[src/rtl/mm_uart_sequencer_pkg.sv]
// Shared definitions for the UART-fed matrix multiplier: sequencer states,
// frame bit layout and default datapath sizes.
package mm_uart_sequencer_pkg;

  typedef enum logic [2:0] {
    LOAD_A  = 3'd0,
    LOAD_B  = 3'd1,
    START   = 3'd2,
    WAIT_MM = 3'd3,
    TX_LOAD = 3'd4,
    TX_ACK  = 3'd5,
    TX_WAIT = 3'd6
  } seq_state_t;

  localparam int START_BIT = 0;
  localparam int STOP_BIT  = 9;
  localparam int DATA_LSB  = 1;

  localparam int N_DEF  = 2;
  localparam int DW_DEF = 8;
  localparam int RW_DEF = 16;

endpackage

[src/rtl/sync_edge_det.sv]
// Two-flop synchronizer for a slow-domain level, with a third flop so the
// caller gets single-cycle rise/fall pulses in the clk domain.
module sync_edge_det (
  input  logic clk,
  input  logic rst,
  input  logic din,
  output logic level,
  output logic rise,
  output logic fall
);

  logic s1_reg, s2_reg, s3_reg;

  always_ff @(posedge clk or negedge rst) begin
    if (!rst) begin
      s1_reg <= 1'b0;
      s2_reg <= 1'b0;
      s3_reg <= 1'b0;
    end else begin
      s1_reg <= din;
      s2_reg <= s1_reg;
      s3_reg <= s2_reg;
    end
  end

  assign level = s2_reg;
  assign rise  = s2_reg & ~s3_reg;
  assign fall  = ~s2_reg & s3_reg;

endmodule

[src/rtl/mm_uart_sequencer.sv]
// Loads matrices A and B from received UART frames, kicks the multiplier,
// then streams each result element back to the transmitter high byte first.
module mm_uart_sequencer
  import mm_uart_sequencer_pkg::*;
#(
  parameter int N  = N_DEF,
  parameter int DW = DW_DEF,
  parameter int RW = RW_DEF,
  parameter int AW = 2
) (
  input  logic          clk,
  input  logic          rst,
  input  logic          rx_status,
  input  logic [9:0]    rx_frame,
  output logic          a_we,
  output logic          b_we,
  output logic [AW-1:0] wr_addr,
  output logic [DW-1:0] wr_data,
  output logic          mm_start,
  input  logic          mm_done,
  output logic [AW-1:0] rd_addr,
  input  logic [RW-1:0] res_data,
  output logic          tx_ready,
  output logic [7:0]    tx_byte,
  input  logic          tx_status,
  output logic          frame_err,
  output logic [2:0]    seq_state
);

  localparam int NB = RW / 8;
  localparam int IW = (NB > 1) ? $clog2(NB) : 1;
  localparam logic [AW-1:0] LAST_ELEM = AW'(N * N - 1);
  localparam logic [IW-1:0] IDX_TOP   = IW'(NB - 1);

  logic rx_s, rx_rise, rx_fall;
  logic tx_s, tx_rise, tx_fall;

  sync_edge_det u_rx_sync (
    .clk(clk), .rst(rst), .din(rx_status),
    .level(rx_s), .rise(rx_rise), .fall(rx_fall)
  );

  sync_edge_det u_tx_sync (
    .clk(clk), .rst(rst), .din(tx_status),
    .level(tx_s), .rise(tx_rise), .fall(tx_fall)
  );

  logic unused_edges;
  assign unused_edges = rx_s ^ rx_rise ^ tx_rise ^ tx_fall;

  logic [7:0] res_bytes [NB];
  for (genvar gi = 0; gi < NB; gi++) begin : g_res_bytes
    assign res_bytes[gi] = res_data[8*gi +: 8];
  end

  seq_state_t    state_reg;
  logic [AW-1:0] count_reg;
  logic          load_done_reg;
  logic          pend_reg, pend_ok_reg;
  logic [DW-1:0] pend_data_reg;
  logic [IW-1:0] idx_reg;
  logic          a_we_reg, b_we_reg, mm_start_reg, tx_ready_reg, frame_err_reg;
  logic [AW-1:0] wr_addr_reg, rd_addr_reg;
  logic [DW-1:0] wr_data_reg;
  logic [7:0]    tx_byte_reg;

  always_ff @(posedge clk or negedge rst) begin
    if (!rst) begin
      state_reg     <= LOAD_A;
      count_reg     <= '0;
      load_done_reg <= 1'b0;
      pend_reg      <= 1'b0;
      pend_ok_reg   <= 1'b0;
      pend_data_reg <= '0;
      idx_reg       <= '0;
      a_we_reg      <= 1'b0;
      b_we_reg      <= 1'b0;
      mm_start_reg  <= 1'b0;
      tx_ready_reg  <= 1'b0;
      frame_err_reg <= 1'b0;
      wr_addr_reg   <= '0;
      rd_addr_reg   <= '0;
      wr_data_reg   <= '0;
      tx_byte_reg   <= '0;
    end else begin
      a_we_reg     <= 1'b0;
      b_we_reg     <= 1'b0;
      mm_start_reg <= 1'b0;

      // rx_frame is already stable when the synchronized busy level falls.
      pend_reg <= rx_fall;
      if (rx_fall) begin
        pend_ok_reg   <= !rx_frame[START_BIT] && rx_frame[STOP_BIT];
        pend_data_reg <= rx_frame[DATA_LSB +: DW];
      end

      case (state_reg)
        LOAD_A, LOAD_B: begin
          // Leave the load state one cycle after the final write strobe.
          if (load_done_reg) begin
            load_done_reg <= 1'b0;
            count_reg     <= '0;
            state_reg     <= (state_reg == LOAD_A) ? LOAD_B : START;
          end else if (pend_reg) begin
            if (pend_ok_reg) begin
              a_we_reg    <= (state_reg == LOAD_A);
              b_we_reg    <= (state_reg == LOAD_B);
              wr_addr_reg <= count_reg;
              wr_data_reg <= pend_data_reg;
              if (count_reg == LAST_ELEM) load_done_reg <= 1'b1;
              else                        count_reg     <= count_reg + AW'(1);
            end else begin
              frame_err_reg <= 1'b1;
            end
          end
        end
        START: begin
          mm_start_reg <= 1'b1;
          state_reg    <= WAIT_MM;
        end
        WAIT_MM: begin
          if (mm_done) begin
            rd_addr_reg <= '0;
            idx_reg     <= IDX_TOP;
            state_reg   <= TX_LOAD;
          end
        end
        TX_LOAD: begin
          tx_byte_reg  <= res_bytes[idx_reg];
          tx_ready_reg <= 1'b1;
          state_reg    <= TX_ACK;
        end
        TX_ACK: begin
          if (tx_s) begin
            tx_ready_reg <= 1'b0;
            state_reg    <= TX_WAIT;
          end
        end
        TX_WAIT: begin
          if (!tx_s) begin
            if (idx_reg != '0) begin
              idx_reg   <= idx_reg - IW'(1);
              state_reg <= TX_LOAD;
            end else if (rd_addr_reg != LAST_ELEM) begin
              rd_addr_reg <= rd_addr_reg + AW'(1);
              idx_reg     <= IDX_TOP;
              state_reg   <= TX_LOAD;
            end else begin
              state_reg <= LOAD_A;
            end
          end
        end
        default: state_reg <= LOAD_A;
      endcase
    end
  end

  assign a_we      = a_we_reg;
  assign b_we      = b_we_reg;
  assign wr_addr   = wr_addr_reg;
  assign wr_data   = wr_data_reg;
  assign mm_start  = mm_start_reg;
  assign rd_addr   = rd_addr_reg;
  assign tx_ready  = tx_ready_reg;
  assign tx_byte   = tx_byte_reg;
  assign frame_err = frame_err_reg;
  assign seq_state = state_reg;

endmodule

[config.mk]
export PLATFORM = sky130hd
export DESIGN_NAME = mm_uart_sequencer
export DESIGN_NICKNAME = d
export VERILOG_FILES = /design/src/rtl/mm_uart_sequencer_pkg.sv /design/src/rtl/sync_edge_det.sv /design/src/rtl/mm_uart_sequencer.sv
export SDC_FILE = /design/constraint.sdc
export NUM_CORES = 1
export LEC_CHECK = 0
export ABC_AREA = 1
export BUFFER_PORTS_ARGS = -buffer_cell sky130_fd_sc_hd__buf_2
export CAP_MARGIN = 20
export CORE_UTILIZATION = 46
export CTS_CLUSTER_DIAMETER = 60
export DETAILED_ROUTE_END_ITERATION = 7
export PLACE_DENSITY = 0.81
export RECOVER_POWER = 25
export SLEW_MARGIN = 25
export SYNTH_ARGS = -nofsm -noshare
export SYNTH_HDL_FRONTEND = slang
export SYNTH_HIERARCHICAL = 1
export SYNTH_SLANG_ARGS = --single-unit
export TNS_END_PERCENT = 1
[constraint.sdc]
create_clock -name clk -period 1.1 [get_ports clk]
set_clock_uncertainty 0.1 [all_clocks]
set_input_delay 0.22 -clock clk [delete_from_list [all_inputs] [get_ports clk]]
set_output_delay 0.22 -clock clk [all_outputs]
set_load 0.05 [all_outputs]
# Word level (Yosys, flattened, before mapping)
# Index checks and enable logic that the tools add are counted.
[totals]
register_bits = 47
latch_bits = 0
ramBits = 0
mem_bits_ro = 0
inputBits = 31
out_inout_bits = 28
word_cells = 100
memories = 0
[op_classes]
add_sub_neg = 3
mul = 0
div_mod_pow = 0
n_lt_le_gt_ge = 1
n_eq_ne = 15
shift = 0
muxes = 40
n_bitwise = 5
reduce_logical = 15
[op_table]
columns = ["op", "count"]
rows = [
  ["$mux W8", 3],
  ["$mux W1", 18],
  ["$mux W2", 9],
  ["$mux W3", 6],
  ["$pmux W3 S6", 1],
  ["$reduce_and A4 Y1", 4],
  ["$ne A2 B2 Y1 const B", 7],
  ["$eq A3 B3 Y1 const B", 3],
  ["$reduce_bool A2 Y1", 4],
  ["$eq A3 B2 Y1 const B", 2],
  ["$reduce_and A5 Y1", 1],
  ["$add A2 B1 Y2 const B", 2],
  ["$pmux W1 S2", 2],
  ["$pmux W2 S2", 1],
  ["$eq A3 B1 Y1 const B", 1],
  ["$logic_not A3 Y1", 1],
  ["$not A1 Y1", 3],
  ["$reduce_and A3 Y1", 1],
  ["$eq A2 B2 Y1 const B", 1],
  ["$ge A2 B2 Y1 const B", 1],
  ["$ne A2 B1 Y1 const B", 1],
  ["$not A1 Y2", 1],
  ["$reduce_and A2 Y1", 1],
  ["$reduce_or A2 Y1", 1],
  ["4 further kinds", 4],
]

# Depth between registers and ports, before layout
# Gate-level depths: netlist of run 1.
[logic_depth]
depth_word = 5
depth_mapped = 8
mapped_depth_nobuf = 7

# Hierarchy
# Netlist of run 1, hierarchy kept.
[modules_own_cells]
columns = ["mod", "instances", "cells_each", "area_each_um2", "seq_area_each_um2"]
rows = [
  ["mm_uart_sequencer", 1, 204, 1921.8, 1051.0],
  ["sync_edge_det", 2, 7, 90.1, 75.1],
]

# Worst setup path after synthesis of run 1
# No wires, ideal clock.
[synth_timing]
kind = "reg2reg"
from = "register state_reg[1] (netlist: seq_state[1])"
to = "register rd_addr_reg[0] (netlist: rd_addr[0])"
arrival_ps = 1387
path_slack_ps = -506
stages_incl_launch_ff = 9
period_less_slack_ps = 1606
cell_sequence = "dfrtp_1 > buf_6 > nand2_2 > nor2_2 > inv_1 > nand2_1 > nand4_1 > nand2_1 > nand2_1"
[synth_between]
elab_chain_len = 3
elab_cells_between_ends = 9
[synth_rtl]
columns = ["item", "line_no", "rtl"]
rows = [
  ["start, declared", "mm_uart_sequencer.sv:56", "seq_state_t state_reg;"],
  ["start signal, assigned", "mm_uart_sequencer.sv:103", "state_reg <= (state_reg == LOAD_A) ? LOAD_B : START;"],
  ["$eq A3 B3 Y1 / $eq A3 B2 Y1 (equally long branches)", "mm_uart_sequencer.sv:97", "case (state_reg)"],
  ["$ne A2 B2 Y1 (no source line) / $reduce_bool A2 Y1 (equally long branches)", "--", ""],
  ["$reduce_and A5 Y1 (no source line)", "--", ""],
  ["end signal, assigned", "mm_uart_sequencer.sv:145", "rd_addr_reg <= rd_addr_reg + AW'(1);"],
  ["end, declared", "mm_uart_sequencer.sv:63", "logic [AW-1:0] wr_addr_reg, rd_addr_reg;"],
]
# Several ways; a longest one is shown, not always the timed one.
# A chain may end at the register's enable or synchronous reset.

# Worst setup path after layout of run 1
[layout_timing]
from = "register state_reg[1] (netlist: seq_state[1])"
to = "output port seq_state[1]"
[layout_lines]
columns = ["item", "line_no", "rtl"]
rows = [
  ["end, declared", "mm_uart_sequencer.sv:27", "output logic [2:0] seq_state"],
]
# No word-level cell between the ends.

==> results of run 1 <==
==> layout by cell type (no fill, tap or decap), drive strengths merged, types with 2 or more instances in the layout <==
| master | n |
|---|---|
| ha | 2 |
| a21oi | 3 |
| nand3 | 4 |
| nand4 | 4 |
| buf | 90 |
| clkbuf | 7 |
| nor2 | 23 |
| a31oi | 8 |
| nand2 | 58 |
| dfrtp | 47 |
| dlygate4sd3 | 3 |
| o21ai | 27 |
| inv | 23 |
==> layout make-up <==
class,count,area share [%]
Sequential cell,47,39.5
Timing Repair Buffer,95,27.0
Multi-Input combinational cell,132,25.2
Inverter,24,3.60
Clock buffer,5,2.30
Tap cell,50,2.09
Clock inverter,1,0.251
==> per-layer routing <==
metal  part of all wire, %  track usage [%]  wire length (microns)  up-vias
met3                   2.8             4.44                    128       11
met2                    53             37.9                   2380       47
met5                     0                0                      0        -
met4                   2.4             10.5                    107        0
met1                    42             23.2                   1880      802
li1                      -                -                      -      860
==> path summary, 6_finish.rpt <==
path / depth (start not counted) / slack (ns) / startpoint / endpoint
min in group asynchronous: 3 / 0.36 / rst / wr_data[6]
max in group asynchronous: 3 / 0.11 / rst / rd_addr[0]
max reg2reg: 8 / -0.30 / seq_state[1] / seq_state[0]
min reg2reg: 0 / 0.25 / u_tx_sync/s1_reg / u_tx_sync/level
max: 2 / -0.31 / seq_state[1] / seq_state[1]
min: 3 / 0.03 / rx_frame[2] / pend_data_reg[1]
==> worst register-to-register path: cells and delay by family, from the launching register on <==
family	cells	cell delay, ns
buf+inv	1	0.15
flops	1	0.50
compound gates	1	0.07
simple gates	6	0.50
==> power by group through the flow <==
stage	clock network [mW]	registers, mW	logic (mW)
finish	0.965	2.71	4.94
global route	1.05	2.78	5.29
CTS	0.983	2.67	4.76
detailed placement	0	2.64	4.04
global placement	0	2.62	3.95
floorplan	0	3.93	1.52
==> through the flow <==
stage | total power [mW] | std cells | TNS [ns]
floorplan | 5.46 | 211 | -9.92
global placement | 6.56 | 340 | -4.96
detailed placement | 6.68 | 340 | -5.90
CTS | 8.41 | 354 | -9.89
global route | 9.12 | 354 | -12.89
finish | 8.61 | 354 | -10.04
==> repair_timing <==
item,in CTS,in global routing
hold buffers,3,0
gates resized for setup,62,21
setup endpoints to repair,60,66
pin swaps,1,7
setup buffers,5,0
cloned,0,0
endpoints found under the hold margin,49,0
==> results.toml, run 1 <==
[routing]
drc_errors = 0
drtPass1Iterations = 4
wire_per_inst_microns = 12.7
vias = 1720
viasPerCell = 4.86
ant_nets = 0
drt-total-wl_microns = 4490
drt_iter0_markers = 102

[status]
status = "finished with violations"
violations = "negative setup slack"

[clock_tree]
cts-root-buf = "clkbuf_8"
h-tree-depth = 2
cts_buffers = 5
clkTransAtPathRegs_ns = 0.09
cts.sink_count = 47
clk_latency_ns = 0.30
cts_buffer_depth = 2
cts_tree = "done"

[sta]
min_period_ns = 1.41
relSlewSlack_pct = 66.5
setup_violations = 60
hold_violations = 0
holdWs_ns = 0.0311
fin_crit_sh_pct = 128
tightestPinTransition_ns = 0.503
setup_slack_ns = -0.310
maxSlewViolCount = 0
fmax_ghz = 0.709
rsz0062_at_grt = "yes"

[power_and_ir_drop]
power_density_mw_per_mm2 = 2880
p_comb_share_pct = 57.4
p_leak_nw = 1.49
intPower_mw = 4.68
p_sw_mw = 3.93
ir_drop_v = 0.00166
pwr-share-seq_pct = 31.4
pwr-share-clk_pct = 11.2
switching_share_pct = 45.6

[place]
gp_congestion = 0.782
port_buffers = 58
dpl.hpwl_microns = 2990
dp_slack_ns = -0.280
placed_cell_area_sq_mm = 0.00259

[global_routing]
grt_max_degree = 27
antenna_found_initial = 0
grt_usage_pct = 21.0
grt_pass1_wl_microns = 7150
grt.overflow.total = 0
first_global_vias = 1683

[cells_and_area]
final_util_pct = 72.2
syn2layout_area_growth_pct = 45.6
nNetsFinal = 338
drive_above_1_share_pct = 45.4
fillers = 297
multiInputGateArea_sq_um = 754
regArea_sq_mm = 0.00118
final_cell_area_sq_mm = 0.00299
antennaDiodeCount = 0

[critical_path]
cp_slowest_stage_delay_ns = 0.50
critPathRequiredTime_ns = 0.78
worst_setup_path_start_kind = "flop"
crit_fanout = 6
critPathKind = "flop to output port"
crit_chain = "buf_6 > buf_8"
arrival_ns = 1.09
worst_setup_path_end_kind = "output port"
cp_num_buf_inv = 2
cp_slowest_cell = "dfrtp_2"
cpLargestDelayFamily = "flip-flops"

[floorplanning]
fp.dieH_microns = 68.8
ioPinCount = 59
die_area_sq_mm = 0.00474
fp-row-count = 23
core_area_sq_mm = 0.00414
start_util_pct = 49.6
die_w_microns = 68.8

[yosys]
syn_nets = 244
synth_area_sq_mm = 0.00205
avgSynthCellArea_sq_um = 9.74
synth_warnings = 6
synthCells = 211

[min_path]
hp-class = "input pin to flop"

[run]
drv_cap = 0
Power figures use the tool's default switching activity.
==> run 2: changes to the inputs <==
--- a/config.mk
+++ b/config.mk
@@ -8,10 +8,10 @@
 export ABC_AREA = 1
 export BUFFER_PORTS_ARGS = -buffer_cell sky130_fd_sc_hd__buf_2
 export CAP_MARGIN = 20
-export CORE_UTILIZATION = 46
+export CORE_UTILIZATION = 32
 export CTS_CLUSTER_DIAMETER = 60
 export DETAILED_ROUTE_END_ITERATION = 7
-export PLACE_DENSITY = 0.81
+export PLACE_DENSITY = 0.61
 export RECOVER_POWER = 25
 export SLEW_MARGIN = 25
 export SYNTH_ARGS = -nofsm -noshare
==> results.toml, run 2 (synthesized netlist as in run 1, its figures left out) <==
[status]
status = "finished with violations"
violations = "negative setup slack"

[cells_and_area]
final_util_pct = 49.3
final_cell_area_sq_mm = 0.00299
final_cell_mix = "nand2_1, dfrtp_1, buf_6, buf_2, buf_4"
layout_commonest_cell = "nand2_1"
antennaDiodeCount = 0
syn2layout_area_growth_pct = 45.6
drive_above_1_share_pct = 44.3
instances_no_fill = 373
nNetsFinal = 331

[sta]
setup_slack_ns = -0.257
hold_violations = 0
setup-tns-final_ns = -9.07
holdWs_ns = 0.0228
relSlewSlack_pct = 71.9
rsz0062_at_grt = "yes"
maxSlewViolCount = 0
setup_violations = 60
min_period_ns = 1.36
fin_crit_sh_pct = 123
tightestPinTransition_ns = 0.422
fmax_ghz = 0.737

[critical_path]
worst_r2r_startpoint = "seq_state[2]"
critPathRequiredTime_ns = 1.19
worst_setup_path_end_kind = "flop"
r2r_end = "rd_addr[1]"
cp_slowest_stage_delay_ns = 0.52
crit_top_cell = "nand2_1"
r2r_slack_ns = -0.26
crit_chain = "buf_6 > nand3_1 > nand2_2 > nand4_1 > nand2_1 > nand2_1"
arrival_ns = 1.45
cp_slowest_cell = "dfrtp_2"
r2r_cells = 6
worst_setup_path_start_kind = "flop"
crit_cells = 6
cp-endpoint = "rd_addr[1]"
crit_fanout = 8
crit_path_start = "seq_state[2]"
critPathKind = "flop to flop"
cp_num_buf_inv = 1
cpLargestDelayFamily = "flip-flops"

[routing]
ant_nets = 0
drt-total-wl_microns = 4000
wire_per_inst_microns = 10.7
vias = 1633
drt_iter0_markers = 53
drtPass1Iterations = 4
viasPerCell = 4.38
drc_errors = 0

[place]
port_buffers = 58
dp_slack_ns = -0.219
dpl.hpwl_microns = 2760
placed_cell_area_sq_mm = 0.00257
dp_cells = 359
gp_congestion = 0.732

[clock_tree]
cts_tree = "done"
cts-root-buf = "clkbuf_8"
cts_buffer_depth = 2
cts.sink_count = 47
clk_latency_ns = 0.30
cts_buffers = 5
clkTransAtPathRegs_ns = 0.08
h-tree-depth = 2

[floorplanning]
fp.dieH_microns = 82.1
core_area_sq_mm = 0.00606
ioPinCount = 59
fp-row-count = 28
die_w_microns = 82.1
die_area_sq_mm = 0.00674
start_util_pct = 33.9

[power_and_ir_drop]
total_power_mw = 8.58
p_leak_nw = 1.46
power_density_mw_per_mm2 = 2870
ir_drop_v = 0.00167

[global_routing]
first_global_vias = 1623
grt_pass1_wl_microns = 7230
grt_usage_pct = 14.5
grt_max_degree = 48
grt.overflow.total = 0
antenna_found_initial = 0

[run]
drv_cap = 0

[min_path]
hp-class = "input pin to flop"
[run 2: cell count changes in the layout (fill, tap and decap cells not counted), sizes merged]
cell      delta
bufinv       +1
buf          -5
clkinvlp     -1
clkbuf       -1
[run 2: power by group]
| part | internal, mW | switching [mW] | total, mW |
|---|---|---|---|
| Sequential | 2.25 | 0.402 | 2.65 |
| Combinational | 1.89 | 2.82 | 4.71 |
| Clock | 0.666 | 0.555 | 1.22 |
| Total | 4.80 | 3.77 | 8.58 |
[run 2: what timing repair did]
action / CTS / global route
buffers inserted: 4 / 0
hold buffers: 3 / 0
pin swaps: 3 / 5
setup endpoints to repair: 60 / 64
resized for setup: 65 / 16
endpoints found under the hold margin: 49 / 0
[run 2: layout make-up]
cell class	instances	area [sq um]
fillers	552	3070
inverters	24	108
clock inverters	1	30.0
flip-flops and latches	47	1180
clock buffers	6	72.6
multi-input cells	132	754
well taps	75	93.8
repair buffers	88	749
[run 2: worst min-delay path by stage]
stage	from	endpoint	slack, ns	cells past startpoint
floorplan	rst	a_we	-0.18	0
global placement	rst	pend_data_reg[2]	0.12	2
detailed placement	rst	wr_data[2]	0.13	2
CTS	rx_frame[8]	pend_data_reg[7]	0.006	3
global route	rx_frame[8]	pend_data_reg[7]	0.04	3
finish	rx_frame[8]	pend_data_reg[7]	0.02	3
[run 2: routing by layer]
layer	part of all wire [%]	track usage [%]
met2	49	23.5
met3	3.7	3.41
met1	45	18.1
met5	0	0
met4	2.3	7.37
[run 2: tightest hold or removal path, cell delays in order]
cell and delay, ns:
buf_2 0.07, nand2_1 0.03, o21ai_0 0.06
